**src/rtl/dut_vector_sequencer.sv**
```systemverilog
// Clocked self-checking harness: drives stored vectors into a combinational dut and streams masked compare results.
// Each vector costs SETTLE+1 cycles with res_ready high; a low res_ready freezes the result beat and dut_in.
module dut_vector_sequencer #(
  parameter int IN_W   = 20,
  parameter int OUT_W  = 10,
  parameter int DEPTH  = 16,
  parameter int ADDR_W = 4,
  parameter int SETTLE = 1
) (
  input  logic              clk,
  input  logic              rst,
  input  logic              cfg_we,
  input  logic [ADDR_W-1:0] cfg_addr,
  input  logic [IN_W-1:0]   cfg_in,
  input  logic [OUT_W-1:0]  cfg_exp,
  input  logic [OUT_W-1:0]  cfg_mask,
  input  logic [ADDR_W:0]   num_vec,
  input  logic              start,
  output logic              busy,
  output logic              done,
  output logic [IN_W-1:0]   dut_in,
  input  logic [OUT_W-1:0]  dut_out,
  output logic              res_valid,
  input  logic              res_ready,
  output logic [ADDR_W-1:0] res_idx,
  output logic [OUT_W-1:0]  res_data,
  output logic              res_fail,
  output logic [ADDR_W:0]   err_count,
  output logic [ADDR_W-1:0] first_fail_idx,
  output logic              any_fail
);

  typedef struct packed {
    logic [IN_W-1:0]  stim;
    logic [OUT_W-1:0] exp;
    logic [OUT_W-1:0] mask;
  } vec_t;

  typedef enum logic [1:0] {IDLE, APPLY, EMIT, DONE} state_t;

  localparam int CNT_W = (SETTLE > 1) ? $clog2(SETTLE + 1) : 1;
  localparam logic [ADDR_W:0] DEPTH_V = (ADDR_W+1)'(DEPTH);

  vec_t              mem [DEPTH];
  state_t            state, state_nxt;
  logic [ADDR_W-1:0] idx, idx_inc;
  logic [ADDR_W:0]   n_lat;
  logic [CNT_W-1:0]  settle_cnt;
  logic [OUT_W-1:0]  cur_exp, cur_mask;
  logic [IN_W-1:0]   nxt_stim;
  logic              settle_last, last_vec, mis;
  logic              start_run, start_empty, sample, advance;

  assign idx_inc     = idx + 1'b1;
  assign cur_exp     = mem[idx].exp;
  assign cur_mask    = mem[idx].mask;
  assign nxt_stim    = mem[idx_inc].stim;
  assign settle_last = (settle_cnt == CNT_W'(1));
  assign last_vec    = ({1'b0, idx} == (n_lat - 1'b1));
  assign mis         = |((dut_out ^ cur_exp) & cur_mask);

  // Table storage is deliberately outside the reset domain so contents survive rst.
  always_ff @(posedge clk) begin
    if (cfg_we && !busy) begin
      mem[cfg_addr] <= {cfg_in, cfg_exp, cfg_mask};
    end
  end

  always_ff @(posedge clk or posedge rst) begin
    if (rst) state <= IDLE;
    else     state <= state_nxt;
  end

  always_comb begin
    state_nxt = state;
    case (state)
      IDLE:    if (start) state_nxt = (num_vec == '0) ? DONE : APPLY;
      APPLY:   if (settle_last) state_nxt = EMIT;
      EMIT:    if (res_ready) state_nxt = last_vec ? DONE : APPLY;
      DONE:    state_nxt = IDLE;
      default: state_nxt = IDLE;
    endcase
  end

  always_comb begin
    busy        = (state == APPLY) || (state == EMIT);
    done        = (state == DONE);
    start_run   = (state == IDLE) && start && (num_vec != '0);
    start_empty = (state == IDLE) && start && (num_vec == '0);
    sample      = (state == APPLY) && settle_last;
    advance     = (state == EMIT) && res_ready && !last_vec;
  end

  always_ff @(posedge clk or posedge rst) begin
    if (rst) begin
      idx            <= '0;
      n_lat          <= '0;
      settle_cnt     <= '0;
      dut_in         <= '0;
      res_valid      <= 1'b0;
      res_idx        <= '0;
      res_data       <= '0;
      res_fail       <= 1'b0;
      err_count      <= '0;
      first_fail_idx <= '0;
      any_fail       <= 1'b0;
    end else begin
      if (start_run || start_empty) begin
        err_count      <= '0;
        any_fail       <= 1'b0;
        first_fail_idx <= '0;
      end
      if (start_run) begin
        n_lat      <= (num_vec > DEPTH_V) ? DEPTH_V : num_vec;
        idx        <= '0;
        dut_in     <= mem[0].stim;
        settle_cnt <= CNT_W'(SETTLE);
      end
      if ((state == APPLY) && !settle_last) begin
        settle_cnt <= settle_cnt - 1'b1;
      end
      if (sample) begin
        res_valid <= 1'b1;
        res_data  <= dut_out;
        res_idx   <= idx;
        res_fail  <= mis;
        if (mis) begin
          err_count <= err_count + 1'b1;
          any_fail  <= 1'b1;
          if (!any_fail) first_fail_idx <= idx;
        end
      end
      if ((state == EMIT) && res_ready) begin
        res_valid <= 1'b0;
      end
      if (advance) begin
        idx        <= idx_inc;
        dut_in     <= nxt_stim;
        settle_cnt <= CNT_W'(SETTLE);
      end
    end
  end

endmodule

```
**config.mk**
```make
export PLATFORM = sky130hd
export DESIGN_NAME = dut_vector_sequencer
export DESIGN_NICKNAME = d
export VERILOG_FILES = /design/src/rtl/dut_vector_sequencer.sv
export SDC_FILE = /design/constraint.sdc
export NUM_CORES = 1
export LEC_CHECK = 0
export ABC_AREA = 1
export CORE_MARGIN = 2
export CORE_UTILIZATION = 65
export CTS_BUF_LIST = sky130_fd_sc_hd__clkbuf_4 sky130_fd_sc_hd__clkbuf_8
export DETAILED_ROUTE_END_ITERATION = 10
export PLACE_DENSITY_LB_ADDON = 0.08
export SYNTH_ARGS = -nofsm -noshare
export SYNTH_HDL_FRONTEND = slang
export SYNTH_SLANG_ARGS = --single-unit
```
**constraint.sdc**
```tcl
create_clock -name clk -period 10 [get_ports clk]
set_clock_uncertainty 0.2 [all_clocks]
set_input_delay 3 -clock clk [delete_from_list [all_inputs] [get_ports clk]]
set_output_delay 3 -clock clk [all_outputs]
set_load 0.03 [all_outputs]
```
==> summary.txt <==
Worst setup path
  • Worst Path Arrival: ~2.2 ns
  • Crit-path max cell delay: 0.68 ns
  • Kind of cell adding the most delay to the critical path: buffers and inverters
  • Nature of the critical path startpoint: flop
  • Worst path required time: approximately 6.8 ns
  • WP buf/inv: 2
  • Critical path start-end classification: flop to output port
  • Worst Path Max Fanout: 4
  • Kind of end point of the critical path: output port
  • Sequence of cells on the critical path: inv_1 -> ha_1 -> clkdlybuf4s50_1
  • Crit-path slowest cell: clkdlybuf4s50_1

Floorplanning
  • Chip height: 213 um
  • Starting Density: 65.9%
  • Die Width: around 210 um
  • Core Region: about 0.043 mm2
  • Row cnt: 76
  • Num ports: roughly 110
  • Total die area: 0.0454 mm2

STA
  • Final worst slack: roughly 4.6 ns
  • Setup violators final: 0
  • Final Hold Vio Count: 0
  • Final Slew Violations: 0
  • Setup TNS: 0 ns
  • Worst-Margin Slew: 1.09 ns
  • Final period util: roughly 54%
  • RSZ-0062 raised after global routing: no
  • Slew margin rel.: between 20 and 30%
  • Fmax: ~190 MHz
  • Fin crit period: roughly 5.4 ns

CTS
  • H-Tree Depth: 3
  • CTS tree: built
  • Root Driver: clkbuf_8
  • Setup Buffers After CTS: 0
  • # hold bufs at CTS: 0
  • Clock transition at path regs: roughly 0.060 ns
  • Clock Sinks: 698
  • Clk Latency, worst-skew pair: 0.70 ns
  • Maximum clock path buffer count: 3
  • CTS Buf Count: roughly 110
  • Post-cts sizing count: 0

Final layout
  • Finished Layout Cells: roughly 3200
  • Final core utilization: ~75%
  • Area grow syn2layout: 13.1%
  • Share of cells above drive strength 1: under 10%
  • Most common cell after layout, fill and taps aside: edfxtp_1
  • Most frequent cells in the layout: edfxtp_1, nand2_1, nor2_1
  • Fin nets: about 2600

Yosys
  • Post-Syn Area: about 0.028 mm2
  • Syn. warnings: 0
  • Top cell type's share of synthesized area: slightly below 70%
  • Synth Register Bits: roughly 700
  • Net Count, Synth: ~2500
  • Gate Count Post-Synth: 2429
  • EDFF count, synth: between 600 and 700
  • Top FF cell, synth: edfxtp_1
  • Register area share after synthesis: around 73%
  • Synth area leaders: edfxtp_1, nand2_1, dfrtp_1
  • Avg Cell Area, Syn: 11.7 um2
  • Synth area leader: edfxtp_1
  • Ys async rst share: ~8.3%
  • Number of distinct library cells after synthesis: 35

Power and ir drop
  • Power per Cell Area: ~270 mW/mm2
  • Reg power frac: about two fifths
  • Proportion of power drawn by the clock network: 27.2%
  • Net switching fraction of the power: 35.6%
  • Internal power: about 5.5 mW
  • Share of power burned in combinational logic: roughly a third
  • Max IR drop VDD: ~0.00018 V
  • Sw Pwr: ~3 mW
  • Leakage power: ~12 nW

Worst hold path
  • Worst hold path type: flop to flop

Routing
  • Vias/cell: 5.93
  • Post-DR wirelength/cell: 21.4 um
  • Initial DRC count: 2255
  • WL final: around 69000 um
  • Via count: roughly 19000
  • Antenna violation net count after detailed routing: 0
  • Pre-antenna DRT Iters: 6
  • DRC Markers: 0

Place
  • Dpl ws: approximately 4.1 ns
  • HPWL after DPL: ~38000 um
  • Port Buf Inserts: roughly 110
  • RD Place Congestion: between 0.8 and 0.9
  • DP Cell Count: slightly above 3000

Global routing
  • Vias in the first global route: between 15000 and 20000
  • Total GRT Usage: between 30% and 40%
  • Grt total ovfl: 0
  • Initial antenna violation count: 0
  • Largest net degree at the start of global routing: roughly 190
  • First-pass GRT wire length: between 100000 and 150000 um

Run status
  • Status: complete, no violations

Job
  • Max Cap Violations: 0
-- state kept, by name, summed over array words and instances (netlist names) --
register and cells:
res_idx 4, idx 4, res_fail 1, n_lat 5, any_fail 1, first_fail_idx 4, err_count 5, dut_in 20
settle_cnt 1, res_data 10, mem 640, state 2, res_valid 1
-- synth_stat cells (all sizes together), types with 15 or more instances --
cell type    n
inv        139
o22ai      101
edfxtp     640
o211ai      15
nand3      199
o21ai      271
nor2       341
buf         69
clkbuf      66
nand2      478
or2         17
dfrtp       58
-- through the flow --
stage	hold WS [ns]	area [um2]	power [mW]
floorplan	0.265	28400	5.39
global placement	0.267	30000	6.18
detailed placement	0.270	30000	6.25
CTS	0.287	32200	8.56
global route	0.303	32200	8.97
finish	0.284	32200	8.54
-- power by group through the flow --
stage                     Combinational (mW)  Sequential, mW  Clock (mW)
final                                   2.72            3.50        2.33
after floorplan                         1.74            3.65           0
after global placement                  2.63            3.55           0
after CTS                               2.71            3.50        2.35
after global routing                    2.98            3.51        2.47
after detailed placement                2.70            3.55           0
-- area by class of cell --
type,instances,area [um2]
antenna,1,2.50
clock buffer,162,1960
clock inverter,28,159
fill,2868,11000
inverter,141,534
multi-input combinational,1455,6730
sequential,698,20700
tap,585,732
timing repair buffer,144,1370
-- worst reg2reg max path: cells and delay by family (launching register included) --
kind,cells,cell delay (ns)
buffers and inverters,5,2.81
AND/OR/NAND/NOR,6,0.82
flip-flops,1,0.75
AO/OA/AOI/OAI,1,0.16
-- worst paths after layout --
check                                               to                    from  slack [ns]  depth (start not counted)
worst max-delay path                              busy    state[0]$_DFFE_PP0P_        4.65                          3
worst min-delay path            res_idx[2]$_DFFE_PP0P_  res_idx[2]$_DFFE_PP0P_        0.28                          2
worst max register to register  dut_in[16]$_DFFE_PP0P_      idx[0]$_DFFE_PP0P_        5.17                         12
worst min register to register  res_idx[2]$_DFFE_PP0P_  res_idx[2]$_DFFE_PP0P_        0.28                          2
max in group asynchronous           idx[0]$_DFFE_PP0P_                     rst        6.21                          3
min in group asynchronous         state[1]$_DFFE_PP0P_                     rst        2.72                          3
-- layer usage --
layer	global-route usage (%)	up-vias	wire length, um
met1	41.2	9245	26800
met5	0	-	0
met2	50.7	942	33800
li1	-	8730	-
met4	13.5	0	2300
met3	5.00	138	5840
-- cell families after synthesis --
group                    Yosys count  synth area share, %
adder cells (fa/ha/maj)            8                0.352
flip-flops                       698                 72.7
AND/OR/NAND/NOR                 1042                 14.9
buffers and inverters            276                 4.12
AO/OA/AOI/OAI                    397                 7.64
XOR/XNOR                           8                0.246
Power figures use the tool's default switching activity.
